[config.mk]
export PLATFORM = sky130hd
export DESIGN_NAME = eth_xgmii_tx_framer
export DESIGN_NICKNAME = d
export VERILOG_FILES = /design/src/rtl/eth_xgmii_pkg.sv /design/src/rtl/eth_xgmii_term_encode.sv /design/src/rtl/eth_xgmii_tx_framer.sv
export SDC_FILE = /design/constraint.sdc
export NUM_CORES = 1
export LEC_CHECK = 0
export BUFFER_PORTS_ARGS = -buffer_cell sky130_fd_sc_hd__buf_2
export CORE_UTILIZATION = 43
export CTS_CLUSTER_SIZE = 16
export DETAILED_ROUTE_END_ITERATION = 8
export GPL_TIMING_DRIVEN = 1
export PLACE_DENSITY_LB_ADDON = 0.08
export SYNTH_ARGS = -nofsm -noshare
export SYNTH_HDL_FRONTEND = slang
export SYNTH_SLANG_ARGS = --single-unit
[constraint.sdc]
create_clock -name tx_clk -period 3.15 [get_ports tx_clk]
set_input_delay 0.63 -clock tx_clk [delete_from_list [all_inputs] [get_ports tx_clk]]
set_output_delay 0.63 -clock tx_clk [all_outputs]
set_load 0.01 [all_outputs]
[src/rtl/eth_xgmii_pkg.sv]
// Shared XGMII control codes, canned words, framer state type and tkeep helpers.
package eth_xgmii_pkg;

    localparam logic [7:0] XGMII_IDLE  = 8'h07;
    localparam logic [7:0] XGMII_START = 8'hFB;
    localparam logic [7:0] XGMII_TERM  = 8'hFD;
    localparam logic [7:0] XGMII_ERROR = 8'hFE;
    localparam logic [7:0] XGMII_PRE   = 8'h55;
    localparam logic [7:0] XGMII_SFD   = 8'hD5;

    localparam logic [63:0] IDLE_WORD  = {8{XGMII_IDLE}};
    localparam logic [63:0] START_WORD = {XGMII_SFD, {6{XGMII_PRE}}, XGMII_START};
    localparam logic [63:0] TERM_WORD  = {{7{XGMII_IDLE}}, XGMII_TERM};
    localparam logic [63:0] ABORT_WORD = {{6{XGMII_IDLE}}, XGMII_TERM, XGMII_ERROR};

    typedef enum logic [2:0] {
        ST_IDLE,
        ST_PREAMBLE,
        ST_DATA,
        ST_TERM,
        ST_IFG,
        ST_DROP
    } tx_state_t;

    // Index of the lowest cleared tkeep bit; 8 when every lane is valid.
    function automatic logic [3:0] first_zero(input logic [7:0] keep);
        logic [3:0] n;
        n = 4'd8;
        for (int i = 7; i >= 0; i--)
            if (!keep[i]) n = 4'(i);
        return n;
    endfunction

    function automatic logic [7:0] keep_mask(input logic [3:0] n);
        logic [8:0] m;
        m = (9'h1 << n) - 9'h1;
        return m[7:0];
    endfunction

endpackage

[src/rtl/eth_xgmii_term_encode.sv]
// Builds the XGMII word for the last beat of a frame: n valid lanes, then terminate, then idles.
module eth_xgmii_term_encode
    import eth_xgmii_pkg::*;
(
    input  logic [63:0] tdata,
    input  logic [3:0]  n,
    input  logic        err,
    output logic [63:0] txd,
    output logic [7:0]  txc
);

    always_comb begin
        txd = '0;
        txc = '0;
        for (int i = 0; i < 8; i++) begin
            if (4'(i) < n) begin
                // A poisoned frame carries error codes in place of its data lanes.
                txd[8*i +: 8] = err ? XGMII_ERROR : tdata[8*i +: 8];
                txc[i]        = err;
            end else if (4'(i) == n) begin
                txd[8*i +: 8] = XGMII_TERM;
                txc[i]        = 1'b1;
            end else begin
                txd[8*i +: 8] = XGMII_IDLE;
                txc[i]        = 1'b1;
            end
        end
    end

endmodule

[src/rtl/eth_xgmii_tx_framer.sv]
// 64-bit AXI-Stream to XGMII TX framer: start/preamble, terminate, minimum IFG, underrun abort.
// Define XGMII_TX_STATS_EN to build the frame/byte statistics counters.
module eth_xgmii_tx_framer
    import eth_xgmii_pkg::*;
#(
    parameter int DATA_WIDTH = 64,
    parameter int CTRL_WIDTH = DATA_WIDTH / 8,
    parameter int IFG_BYTES  = 12,
    parameter int STAT_WIDTH = 32
) (
    input  logic                  tx_clk,
    input  logic                  tx_rst,
    input  logic [DATA_WIDTH-1:0] s_axis_tdata,
    input  logic [CTRL_WIDTH-1:0] s_axis_tkeep,
    input  logic                  s_axis_tvalid,
    output logic                  s_axis_tready,
    input  logic                  s_axis_tlast,
    input  logic                  s_axis_tuser,
    output logic [DATA_WIDTH-1:0] xgmii_txd,
    output logic [CTRL_WIDTH-1:0] xgmii_txc,
    output logic                  tx_underrun,
    output logic                  tx_bad_keep,
    output logic [STAT_WIDTH-1:0] stat_tx_frames,
    output logic [STAT_WIDTH-1:0] stat_tx_bytes
);

    localparam logic [6:0] IFG_MIN = 7'(IFG_BYTES);

    tx_state_t             state;
    logic [6:0]            ifg_cnt;
    logic [6:0]            ifg_inc;
    logic [6:0]            term_gap;
    logic [3:0]            last_n;
    logic                  last_contig;
    logic [DATA_WIDTH-1:0] term_txd;
    logic [CTRL_WIDTH-1:0] term_txc;

    assign last_n      = first_zero(s_axis_tkeep);
    assign last_contig = (s_axis_tkeep == keep_mask(last_n));
    // Idle lanes after FD in the terminate word already count toward the gap.
    assign term_gap    = {3'b0, 4'd8 - last_n};
    assign ifg_inc     = (ifg_cnt < IFG_MIN) ? ifg_cnt + 7'd8 : ifg_cnt;

    eth_xgmii_term_encode u_term (
        .tdata (s_axis_tdata),
        .n     (last_n),
        .err   (s_axis_tuser),
        .txd   (term_txd),
        .txc   (term_txc)
    );

    always_ff @(posedge tx_clk) begin
        if (tx_rst) begin
            state         <= ST_IDLE;
            xgmii_txd     <= IDLE_WORD;
            xgmii_txc     <= '1;
            s_axis_tready <= 1'b0;
            tx_underrun   <= 1'b0;
            tx_bad_keep   <= 1'b0;
            ifg_cnt       <= '0;
        end else begin
            tx_underrun <= 1'b0;
            tx_bad_keep <= 1'b0;
            case (state)
                ST_IDLE: begin
                    xgmii_txd <= IDLE_WORD;
                    xgmii_txc <= '1;
                    if (s_axis_tvalid) begin
                        xgmii_txd     <= START_WORD;
                        xgmii_txc     <= 8'h01;
                        s_axis_tready <= 1'b1;
                        state         <= ST_PREAMBLE;
                    end
                end
                ST_PREAMBLE, ST_DATA: begin
                    if (!s_axis_tvalid) begin
                        xgmii_txd   <= ABORT_WORD;
                        xgmii_txc   <= '1;
                        tx_underrun <= 1'b1;
                        ifg_cnt     <= 7'd7;
                        state       <= ST_DROP;
                    end else if (!s_axis_tlast) begin
                        xgmii_txd   <= s_axis_tdata;
                        xgmii_txc   <= '0;
                        tx_bad_keep <= (s_axis_tkeep != '1);
                        state       <= ST_DATA;
                    end else begin
                        xgmii_txd     <= term_txd;
                        xgmii_txc     <= term_txc;
                        tx_bad_keep   <= !last_contig;
                        s_axis_tready <= 1'b0;
                        if (last_n == 4'd8) begin
                            state <= ST_TERM;
                        end else begin
                            ifg_cnt <= term_gap;
                            state   <= (term_gap >= IFG_MIN) ? ST_IDLE : ST_IFG;
                        end
                    end
                end
                ST_TERM: begin
                    xgmii_txd <= TERM_WORD;
                    xgmii_txc <= '1;
                    ifg_cnt   <= 7'd8;
                    state     <= (7'd8 >= IFG_MIN) ? ST_IDLE : ST_IFG;
                end
                ST_IFG: begin
                    xgmii_txd <= IDLE_WORD;
                    xgmii_txc <= '1;
                    ifg_cnt   <= ifg_inc;
                    if (ifg_inc >= IFG_MIN) state <= ST_IDLE;
                end
                ST_DROP: begin
                    xgmii_txd <= IDLE_WORD;
                    xgmii_txc <= '1;
                    ifg_cnt   <= ifg_inc;
                    if (s_axis_tvalid && s_axis_tlast) begin
                        s_axis_tready <= 1'b0;
                        state         <= (ifg_inc >= IFG_MIN) ? ST_IDLE : ST_IFG;
                    end
                end
                default: state <= ST_IDLE;
            endcase
        end
    end

`ifdef XGMII_TX_STATS_EN
    logic                  in_frame;
    logic [STAT_WIDTH-1:0] frames_q;
    logic [STAT_WIDTH-1:0] bytes_q;
    logic [STAT_WIDTH-1:0] beats_q;

    assign in_frame = (state == ST_PREAMBLE) || (state == ST_DATA);

    // beats_q counts the full beats before the last one of the current frame.
    always_ff @(posedge tx_clk) begin
        if (tx_rst) begin
            frames_q <= '0;
            bytes_q  <= '0;
            beats_q  <= '0;
        end else if (in_frame && s_axis_tvalid) begin
            if (!s_axis_tlast) begin
                beats_q <= beats_q + STAT_WIDTH'(1);
            end else begin
                beats_q <= '0;
                if (!s_axis_tuser) begin
                    frames_q <= frames_q + STAT_WIDTH'(1);
                    bytes_q  <= bytes_q + (beats_q << 3) + STAT_WIDTH'(last_n);
                end
            end
        end else if (state == ST_IDLE) begin
            beats_q <= '0;
        end
    end

    assign stat_tx_frames = frames_q;
    assign stat_tx_bytes  = bytes_q;
`else
    assign stat_tx_frames = '0;
    assign stat_tx_bytes  = '0;
`endif

endmodule
==> parameters.txt <==
Parameter                              Value

Detailed routing
  Number of nets still failing antenna checks after routing ... 0
  Residual DRC ... 0
  1st-pass router iterations ... 5
  Routed wire per std cell ... 17.1 µm
  Number of DRC markers after the initial detailed-route iteration ... 462
  Vias per Instance ... 5.46
  Number of vias in the routed layout ... 5071
  Wire length after detailed routing ... 15900 µm

Timing
  Slew Limit Fails ... 0
  Tightest Pin Transition ... 804 ps
  Max Freq ... 0.351 GHz
  Setup slack after layout ... 303 ps
  Shortest clock period the worst path allows after layout ... 2850 ps
  Final setup skew ... 13.5 ps
  Final setup violation count ... 0
  Hold Worst Slack ... 439 ps
  Number of hold violations in the final report ... 0
  RSZ-0062 raised after global routing ... false
  Fin crit share ... 0.904
  Slew headroom ... 0.463

Min path
  Worst Hold Depth ... 2
  Beginning of the worst hold path ... xgmii_txd[35]$_SDFFE_PP0P_
  Worst min-delay path category ... reg2reg
  Hold Path Sink ... xgmii_txd[35]$_SDFFE_PP0P_

Setup path
  R2R setup slack ... 910 ps
  Largest stage delay, worst path ... 300 ps
  Startpoint type of the worst setup path ... primary input
  CP cell instances ... buf_2, nand2b_1, a21boi_1, o21ai_0, nand2_1, nand2_2, ha_4, ha_1, nand2_1, ha_1, xor2_1, o211ai_1, a311o_1, a221o_1, nor4_1, a21oi_1
  Setup CP Type ... in2reg
  FF-to-FF path depth ... 6
  Biggest fanout along the worst timing path ... 3
  Startpoint of the worst register-to-register path ... state[0]$_SDFFE_PP0P_
  Endpoint of the most critical register-to-register path ... xgmii_txd[20]$_SDFFE_PP0P_
  Data arrival time of the critical path ... 3110 ps
  Type of destination of the critical path ... flop
  Worst EP required ... 3410 ps
  Highest-delay cell along the critical path ... sky130_fd_sc_hd__a311o_1

Floorplanning
  Chip Height ... 107 µm
  Die X-Extent ... 107 µm
  Floorplan row count ... 38
  # IOs ... 216
  Die Footprint ... 11500 µm²
  Initial core utilization ... 0.441
  Floorplan Core Area ... 10800 µm²

Finish
  Nets ... 870
  Area grow syn2layout ... 22.4%
  Share of post-route cells with drive strength above 1 ... 0.277
  Final core utilization ... 0.539

CTS
  Post-CTS Setup Inserts ... 0
  Cts bufs inserted ... 9
  Total of cells resized after clock tree synthesis ... 0
  CTS tree ... yes
  Clock input transition at the sequential cells of the worst setup and hold paths ... 100 ps
  Clock Sinks ... 83
  Clk Latency, worst-skew pair ... 370 ps
  Number of buffers added to fix hold violations after cts ... 0
  Maximum root-to-sink buffer count ... 2
  Depth of the CTS H-tree ... 3
  Clock root buffer master ... sky130_fd_sc_hd__clkbuf_8

Synthesis
  Post-synth EDFFs ... 0
  Post-synthesis cell type with the largest combined area ... sky130_fd_sc_hd__dfxtp_1
  Leading cell types by total area after synthesis ... sky130_fd_sc_hd__dfxtp_1 (35%), sky130_fd_sc_hd__buf_4 (10%), sky130_fd_sc_hd__o21ai_0 (8.0%)
  Fraction of the yosys area taken by sequential cells ... 0.349
  Top FF cell, synth ... sky130_fd_sc_hd__dfxtp_1
  Syn. warnings ... 0
  Post-synthesis cell count ... 620
  Proportion of register bits with asynchronous set or reset after synthesis ... 0
  Cell Area, Synth ... 4760 µm²
  Library cell with the highest instance count after synthesis ... sky130_fd_sc_hd__dfxtp_1
  Cell variety after synth ... 66
  Most numerous cell types in the synthesized netlist ... sky130_fd_sc_hd__dfxtp_1 (83), sky130_fd_sc_hd__nand2_1 (80), sky130_fd_sc_hd__o21ai_0 (76), sky130_fd_sc_hd__buf_4 (66), sky130_fd_sc_hd__nor2_1 (54)
  Syn_area_per_cell ... 7.67 µm²
  Fraction of post-synthesis cell area in the top cell type by area ... 0.349
  Synth Register Bits ... 83

Pwr
  Clock group share of total power ... 0.313
  Switching power of the nets ... 903 µW
  Pint ... 1.78 mW
  Sw frac ... 0.336
  Combinational Power Share ... 0.244
  Share of total power in sequential cells ... 0.443
  Maximum VDD drop ... 0.000246 V
  Power per cell area ... 461 nW/µm²
  Leakage Power ... 2.59 nW

Run
  Maxcap violations ... 0

GRT
  Aggregate global routing overflow ... 0
  Total routing resource utilization after global routing ... 0.276
  Global-route wire length before repair ... 24400 µm
  Number of global-route vias before repair ... 4704
  Number of antenna violations at the first check in global routing ... 0
  Pin count of the biggest net entering global routing ... 28

Place
  Worst setup slack before clock tree synthesis ... -73.7 ps
  Routability congestion estimate from global placement ... 0.879
  PortBufs ... 151
  Detail Placement HPWL ... 12100 µm

Status
  Outcome ... completed
-- worst max-delay path: cells and delay by family --
family	cells	cell delay [ps]
AOI/OAI and AO/OA	6	1080
adders and majority gates	3	590
and+or+nand+nor	5	560
xor gates and xnor gates	1	140
buffers and inverters	1	110
-- flip-flops by register name, summed over array words and instances (netlist names) --
signal         count
ifg_cnt            5
s_axis_tready      1
state              3
tx_bad_keep        1
tx_underrun        1
xgmii_txc          8
xgmii_txd         64
-- through the flow --
step | power, mW | setup TNS (ps) | std cells | instance area (µm²)
floorplan | 1.65 | 0 | 683 | 5040
global placement | 1.85 | -33.2 | 912 | 5610
detailed placement | 1.85 | -73.7 | 912 | 5610
CTS | 2.68 | 0 | 928 | 5820
global route | 2.82 | 0 | 928 | 5820
finish | 2.68 | 0 | 929 | 5820
-- metal layers --
metal | share of wire | GRT usage | vias to the layer above
li1 | - | - | 2402
met1 | 0.44 | 0.355 | 2345
met2 | 0.44 | 0.424 | 275
met3 | 0.083 | 0.0657 | 49
met4 | 0.037 | 0.152 | 0
met5 | 0 | 0 | -
-- final cells by class --
class	instances	area, µm²
timing repair buffer	192	1060
fill	1095	4970
inverter	13	48.8
clock inverter	6	72.6
antenna	1	2.50
clock buffer	10	138
tap	140	175
sequential	83	1660
multi-input combinational	484	2660
-- layout by cell type (no fill, tap or decap), types with 3 or more instances in the layout --
cell and instances:
sky130_fd_sc_hd__o22ai_1 10, sky130_fd_sc_hd__o21ai_1 4, sky130_fd_sc_hd__o32a_1 4, sky130_fd_sc_hd__o31ai_1 5
sky130_fd_sc_hd__a221oi_1 7, sky130_fd_sc_hd__o21a_1 6, sky130_fd_sc_hd__clkinvlp_4 3, sky130_fd_sc_hd__dfxtp_1 83
sky130_fd_sc_hd__o221ai_1 3, sky130_fd_sc_hd__nor3_1 9, sky130_fd_sc_hd__buf_4 41, sky130_fd_sc_hd__a221o_1 4
sky130_fd_sc_hd__o211ai_1 8, sky130_fd_sc_hd__o21ai_0 76, sky130_fd_sc_hd__buf_2 151, sky130_fd_sc_hd__nor2_1 53
sky130_fd_sc_hd__a21oi_1 53, sky130_fd_sc_hd__or3_1 3, sky130_fd_sc_hd__nand4_1 4, sky130_fd_sc_hd__and2_1 5
sky130_fd_sc_hd__o22a_1 5, sky130_fd_sc_hd__nand2b_1 5, sky130_fd_sc_hd__o21bai_1 5, sky130_fd_sc_hd__conb_1 64
sky130_fd_sc_hd__nand2_1 79, sky130_fd_sc_hd__a22o_1 3, sky130_fd_sc_hd__a31oi_1 7, sky130_fd_sc_hd__xnor2_1 5
sky130_fd_sc_hd__a22oi_1 3, sky130_fd_sc_hd__clkbuf_8 10, sky130_fd_sc_hd__inv_1 10, sky130_fd_sc_hd__nor3b_1 3
sky130_fd_sc_hd__ha_1 9
-- kinds of logic (layout without fill, tap and decap cells) --
logic type | count (synthesis) | after routing | synth area share
flip-flops | 83 | 83 | 0.349
adder cells (fa/ha/maj) | 12 | 12 | 0.0305
AO/OA/AOI/OAI | 223 | 223 | 0.292
AND/OR/NAND/NOR | 178 | 178 | 0.168
XOR/XNOR | 7 | 7 | 0.0129
other | 1 | 65 | 0.000788
buffers and inverters | 116 | 221 | 0.147
-- worst max path at each step --
stage / slack, ps / cells past startpoint / end / start
floorplan: 70 / 17 / tx_bad_keep$_SDFF_PP0_ / s_axis_tkeep[6]
global placement: -30 / 16 / tx_bad_keep$_SDFF_PP0_ / s_axis_tkeep[7]
detailed placement: -70 / 16 / tx_bad_keep$_SDFF_PP0_ / s_axis_tkeep[7]
CTS: 330 / 16 / tx_bad_keep$_SDFF_PP0_ / s_axis_tkeep[7]
global route: 80 / 16 / tx_bad_keep$_SDFF_PP0_ / s_axis_tkeep[7]
finish: 300 / 16 / tx_bad_keep$_SDFF_PP0_ / s_axis_tkeep[7]
-- power by group through the flow --
stage	Sequential (mW)	Clock [mW]	Combinational (mW)
2_1_floorplan	1.23	0	0.419
3_3_place_gp	1.21	0	0.637
3_5_place_dp	1.21	0	0.643
4_1_cts	1.19	0.847	0.646
5_1_grt	1.20	0.903	0.715
6_report	1.19	0.842	0.654
Note: power is estimated with default switching activity, not from simulation.
